--- config.mk ---
export PLATFORM = sky130hd
export DESIGN_NAME = load_store_bank
export DESIGN_NICKNAME = d
export VERILOG_FILES = /design/src/rtl/load_store_bank.sv
export SDC_FILE = /design/constraint.sdc
export NUM_CORES = 1
export LEC_CHECK = 0
export ABC_CLOCK_PERIOD_IN_PS = 4900
export CORE_UTILIZATION = 50
export DETAILED_ROUTE_END_ITERATION = 16
export PLACE_DENSITY = 0.73
export SYNTH_ARGS = -nofsm -noshare
export SYNTH_HDL_FRONTEND = slang
export SYNTH_SLANG_ARGS = --single-unit
--- constraint.sdc ---
create_clock -name clk -period 4.9 [get_ports clk]
set_clock_uncertainty 0.05 [all_clocks]
set_input_delay 0.735 -clock clk [delete_from_list [all_inputs] [get_ports clk]]
set_output_delay 0.735 -clock clk [all_outputs]
set_load 0.005 [all_outputs]
--- src/rtl/load_store_bank.sv ---
// load_store_bank
// ---------------------------------------------------------------------------
// Bank of NCH independent level counters. Each channel ramps its level from 0
// up to TOP in increments of STEP. It holds TOP for 1 + DWELL active cycles and
// then leaves TOP in one of two ways:
//   - triangle mode (saw = 0): it ramps back down to 0;
//   - sawtooth mode (saw = 1): it restarts from 0.
// Each channel has its own advance enable. Each channel also produces a
// one-cycle peak pulse and keeps a saturating count of its peaks.
//
// Ports
//   clk    in   1            clock
//   rst    in   1            synchronous active-high reset
//   en     in   NCH          per-channel advance enable (0 freezes the channel)
//   saw    in   1            0 = triangle, 1 = sawtooth (sampled when leaving TOP)
//   vol    out  NCH*CBITS    channel i level on [i*CBITS +: CBITS]
//   dir    out  NCH          1 unless the channel is ramping down
//   sig    out  NCH          vol_i == TOP
//   peak   out  NCH          one-cycle pulse when vol_i first reaches TOP
//   peaks  out  NCH*PBITS    saturating count of peak pulses per channel
// ---------------------------------------------------------------------------
module load_store_bank #(
  parameter int NCH   = 4,
  parameter int CBITS = 19,
  parameter int TOP   = 400000,
  parameter int STEP  = 1,
  parameter int DWELL = 0,
  parameter int PBITS = 8
) (
  input  logic                   clk,
  input  logic                   rst,
  input  logic [NCH-1:0]         en,
  input  logic                   saw,
  output logic [NCH*CBITS-1:0]   vol,
  output logic [NCH-1:0]         dir,
  output logic [NCH-1:0]         sig,
  output logic [NCH-1:0]         peak,
  output logic [NCH*PBITS-1:0]   peaks
);

  // The dwell counter must be able to hold DWELL. It is kept at least 1 bit
  // wide, so that DWELL = 0 still gives a legal vector.
  localparam int DWB = (DWELL > 0) ? $clog2(DWELL + 1) : 1;

  localparam logic [CBITS-1:0] TOP_V   = CBITS'(TOP);
  localparam logic [CBITS-1:0] STEP_V  = CBITS'(STEP);
  localparam logic [DWB-1:0]   DWELL_V = DWB'(DWELL);
  localparam logic [PBITS-1:0] PMAX    = {PBITS{1'b1}};

  typedef enum logic [1:0] {
    ST_UP   = 2'd0,
    ST_HOLD = 2'd1,
    ST_DOWN = 2'd2
  } ch_state_t;

  genvar gi;
  generate
    for (gi = 0; gi < NCH; gi++) begin : g_ch
      ch_state_t        state_reg, state_next;
      logic [CBITS-1:0] vol_reg,   vol_next;
      logic [DWB-1:0]   dwell_reg, dwell_next;
      logic [PBITS-1:0] peaks_reg, peaks_next;
      logic             sig_reg,   sig_next;
      logic             peak_reg,  peak_next;
      logic             dir_reg,   dir_next;
      logic [CBITS:0]   sum_up;

      // The sum is one bit wider than vol, so the TOP comparison cannot wrap.
      assign sum_up = {1'b0, vol_reg} + {1'b0, STEP_V};

      always_comb begin
        state_next = state_reg;
        vol_next   = vol_reg;
        dwell_next = dwell_reg;
        peaks_next = peaks_reg;
        peak_next  = 1'b0;

        if (en[gi]) begin
          case (state_reg)
            ST_UP: begin
              if (sum_up >= {1'b0, TOP_V}) begin
                // Clamp to TOP. Every TOP visit goes through HOLD. With
                // DWELL = 0 the counter is already 0, so the next active
                // cycle leaves TOP.
                vol_next   = TOP_V;
                peak_next  = 1'b1;
                state_next = ST_HOLD;
                dwell_next = DWELL_V;
                if (peaks_reg != PMAX) begin
                  peaks_next = peaks_reg + PBITS'(1);
                end
              end else begin
                vol_next = sum_up[CBITS-1:0];
              end
            end
            ST_HOLD: begin
              if (dwell_reg == '0) begin
                // Leave TOP. The mode is taken from saw at this moment.
                if (saw) begin
                  vol_next   = '0;
                  state_next = ST_UP;
                end else begin
                  vol_next   = TOP_V - STEP_V;
                  state_next = ST_DOWN;
                end
              end else begin
                dwell_next = dwell_reg - DWB'(1);
              end
            end
            ST_DOWN: begin
              if (vol_reg <= STEP_V) begin
                vol_next   = '0;
                state_next = ST_UP;
              end else begin
                vol_next = vol_reg - STEP_V;
              end
            end
            default: begin
              vol_next   = '0;
              state_next = ST_UP;
              dwell_next = '0;
            end
          endcase
        end

        // These flags are computed from the next level and state, so each
        // registered flag describes the vol it is registered with.
        sig_next = (vol_next == TOP_V);
        dir_next = (state_next != ST_DOWN);
      end

      always_ff @(posedge clk) begin
        if (rst) begin
          state_reg <= ST_UP;
          vol_reg   <= '0;
          dwell_reg <= '0;
          peaks_reg <= '0;
          sig_reg   <= 1'b0;
          peak_reg  <= 1'b0;
          dir_reg   <= 1'b1;
        end else begin
          state_reg <= state_next;
          vol_reg   <= vol_next;
          dwell_reg <= dwell_next;
          peaks_reg <= peaks_next;
          sig_reg   <= sig_next;
          peak_reg  <= peak_next;
          dir_reg   <= dir_next;
        end
      end

      assign vol[gi*CBITS +: CBITS]   = vol_reg;
      assign peaks[gi*PBITS +: PBITS] = peaks_reg;
      assign sig[gi]                  = sig_reg;
      assign peak[gi]                 = peak_reg;
      assign dir[gi]                  = dir_reg;
    end
  endgenerate

endmodule

==> flow_results.org <==
** Logic synthesis
- The cell count after synthesis came out at 1,499.
- The number of nets handed over by synthesis was 1,522.
- Yosys printed 0 warnings.
- In this run, synthesis inferred 0 flip-flops with an integrated enable.
- Synthesis inferred 128 register bits.
- Synthesis instantiated 84 different standard cells from the library.
- Post-synth ARST share :: 0
- Post-synth design cell area :: 10,500 um2
- Flip-flop cell with the highest count after synthesis :: sky130_fd_sc_hd__dfxtp_1
- Part of the Yosys area used for sequential elements :: 0.245
- Dividing the synthesized area by the synthesized cell count gives 6.98 um2.

** Placement
- Routability-driven placement finished with a final weighted congestion of 0.991.
- Input and output buffers added on the ports amount to 126.
- Detailed placement finished with a half-perimeter wire length of 25.6 mm.
- DP Worst Slack :: 1.02 ns
- The placed instances occupy a cell area of 11,600 um2.

** Timing
- Min Tclk post-route :: 3.92 ns
- The count of final max-slew check failures was 0.
- After layout, the worst setup slack is 0.976 ns.
- For the pin with the worst max-slew slack, the measured transition is 1.04 ns.
- In this run the tightest slew margin relative to its limit is 0.308.
- Count of final setup violators :: 0
- Dividing the final minimum period by the clock period gives 0.801.
- For this run, the top clock speed supported by timing is 255 MHz.
- Worst slack on hold paths :: 0.484 ns
- The hold violation total from the final report came to 0.
- Post-route setup TNS :: 0 ns
- Setup repair after global routing left no endpoint under its margin.

** Clock network
- Postcts setup bufs :: 0
- Buffers inserted during clock tree synthesis total 17.
- Clock tree from TritonCTS :: built
- Clock-pin slew was measured on the worst setup and hold paths at 0.06 ns.
- Count of cells resized by post-cts repair :: 0
- Root buffer cell :: sky130_fd_sc_hd__clkbuf_16
- The number of hold buffers added after CTS was 0.
- For this design, the sink count on the clock tree is 128.
- Worst-case clock buffer depth :: 2
- The later pin in the worst-skew pair is clocked with a latency of 0.42 ns.
- The clock tree synthesis step divided the H-tree into 4 levels.

** Routing
- The routed layout has 12,036 vias.
- Routed length on met3 :: 3.57 mm
- DR iter-0 viols :: 1,556
- After detailed routing, the total wire length is 36.3 mm.
- In the routed design, unresolved DRC markers number 0.
- The detail route stage leaves a number of antenna-violating nets equal to 0.
- Signal routing reaches up to met4.
- Via density :: 6.66
- The pre-antenna-repair detailed-routing pass consisted of 8 iterations.
- Met2 wire len :: 16.3 mm
- In the final routed layout, each cell accounts on average for 20.1 um.
- Routed length on met1 :: 15.1 mm

** Pwr
- Summed over all cells, the static leakage comes to 4.35 nW.
- Total power for the finished layout comes to 0.00399 W.
- Dividing total power by cell area gives a power density of 325 nW/um2.
- Worst IR Drop VDD :: 0.000247 V

** Floorplanning
- Die Y-Extent :: 147 um
- The floorplan has 52 rows.
- Die Outline Area :: 21,500 um2
- During I/O placement, the number of pins put on the boundary was 127.
- Placeable core region :: 20,400 um2
- Chip Width :: 147 um
- For this configuration, the core starts out at a cell density of 0.514.

** Global routing
- The initial antenna violation count was 0.
- Entering global routing, the biggest net connects 71 pins.
- First-pass GRT wire length :: 57.9 mm
- Remaining Overflow, GRT :: 0
- For this run, the total global-route usage over all layers was measured as 0.333.
- Via count of the first global-routing pass :: 10,769

** Flow run
- Max Cap Viol :: 0

** Critical path
- Worst Setup Start Kind :: flip-flop
- At the worst endpoint, the required time is 5.12 ns.
- The worst setup path is of the flip-flop to flip-flop kind.
- At the worst endpoint, the arrival time is 4.15 ns.
- The worst setup path is captured at a flip-flop.
- In this run the worst path has a maximum fanout of 15.

** Layout
- In the final design database the tool counted 1,547 nets.
- The library cell used most frequently in the layout, excluding fill and tap cells, is sky130_fd_sc_hd__nor2_1.
- From synthesis to final layout, the design area changed by 17.3%.
- The register with the most flip-flops in the layout has 76 of them.
- After routing the design area is 12,300 um2.
- Share of final-layout standard cells stronger than drive strength 1 :: 0.0527
- ANT cells :: 0
- Most used cells in the layout excluding fill and tap cells :: sky130_fd_sc_hd__nor2_1, sky130_fd_sc_hd__nand2_1, sky130_fd_sc_hd__dfxtp_1

** Status
- Run status :: completed

** Hold path
- The path class of the tightest hold or removal check is flip-flop to flip-flop.
-- layer usage --
metal	vias up	GRT usage
met5	-	0
met4	0	0.153
met3	126	0.0647
met2	789	0.521
met1	5549	0.441
li1	5572	-
-- cell usage after synthesis, types with 18 or more instances --
cell	n	area (um2)
sky130_fd_sc_hd__xnor2_1	35	307
sky130_fd_sc_hd__nor3_1	75	375
sky130_fd_sc_hd__nand2_1	136	510
sky130_fd_sc_hd__a211oi_1	20	150
sky130_fd_sc_hd__nand4_1	41	257
sky130_fd_sc_hd__nor4_1	40	250
sky130_fd_sc_hd__a21oi_1	85	425
sky130_fd_sc_hd__nor2_1	194	728
sky130_fd_sc_hd__and3_1	28	175
sky130_fd_sc_hd__dfxtp_1	128	2560
sky130_fd_sc_hd__a31oi_1	28	175
sky130_fd_sc_hd__o21ai_0	85	425
sky130_fd_sc_hd__o31ai_1	18	135
sky130_fd_sc_hd__xor2_1	36	315
sky130_fd_sc_hd__and2_1	20	125
sky130_fd_sc_hd__inv_1	29	109
sky130_fd_sc_hd__clkbuf_1	108	405
sky130_fd_sc_hd__nand3_1	64	320
-- where the power goes --
| group | internal, W | switching [W] | leakage (nW) |
|---|---|---|---|
| combinational | 0.000501 | 0.000746 | 3.00 |
| sequential | 0.00110 | 0.000185 | 1.04 |
| clock | 0.000980 | 0.000479 | 0.321 |
-- worst paths after layout --
kind	slack, ns	endpoint	cells past startpoint	start
worst max register to register	0.98	g_ch[3].peaks_reg[5]$_SDFFE_PP0P_	9	g_ch[3].vol_reg[4]$_SDFF_PP0_
worst min register to register	0.48	g_ch[1].peaks_reg[3]$_SDFFE_PP0P_	2	g_ch[1].peaks_reg[3]$_SDFFE_PP0P_
worst min-delay path	0.48	g_ch[1].peaks_reg[3]$_SDFFE_PP0P_	2	g_ch[1].peaks_reg[3]$_SDFFE_PP0P_
worst max-delay path	0.98	g_ch[3].peaks_reg[5]$_SDFFE_PP0P_	9	g_ch[3].vol_reg[4]$_SDFF_PP0_
-- critical path, cell delays in order, from the launching register on --
cell and delay (ns):
sky130_fd_sc_hd__dfxtp_1 0.60, sky130_fd_sc_hd__nand3_1 0.52, sky130_fd_sc_hd__nor4_1 0.61, sky130_fd_sc_hd__nand2_1 0.18
sky130_fd_sc_hd__o2111ai_1 0.35, sky130_fd_sc_hd__o21ai_1 0.41, sky130_fd_sc_hd__a311oi_2 0.64, sky130_fd_sc_hd__nand4_1 0.19
sky130_fd_sc_hd__xor2_1 0.16, sky130_fd_sc_hd__nor2_1 0.05
-- through the flow --
step / utilization / std cells
2_1_floorplan: - / 1499
3_3_place_gp: 0.570 / 1775
3_5_place_dp: 0.570 / 1775
4_1_cts: 0.602 / 1806
5_1_grt: 0.602 / 1806
6_report: 0.602 / 1806
-- cell families after synthesis --
kind of cell / count (synthesis) / synth area share
AND/OR/NAND/NOR: 699 / 0.335
AO/OA/AOI/OAI: 402 / 0.260
buffers and inverters: 168 / 0.0671
flip-flops: 128 / 0.245
XOR/XNOR: 71 / 0.0594
adder cells (fa/ha/maj): 16 / 0.0191
multiplexers: 15 / 0.0147
-- area by class of cell --
cell class	count	area, um2
fillers	1945	8100
multi-input cells	1203	7200
flip-flops and latches	128	2560
repair buffers	143	1390
clock buffers	22	464
well taps	270	338
clock inverters	9	205
inverters	31	116
Note: power is estimated with default switching activity, not from simulation.
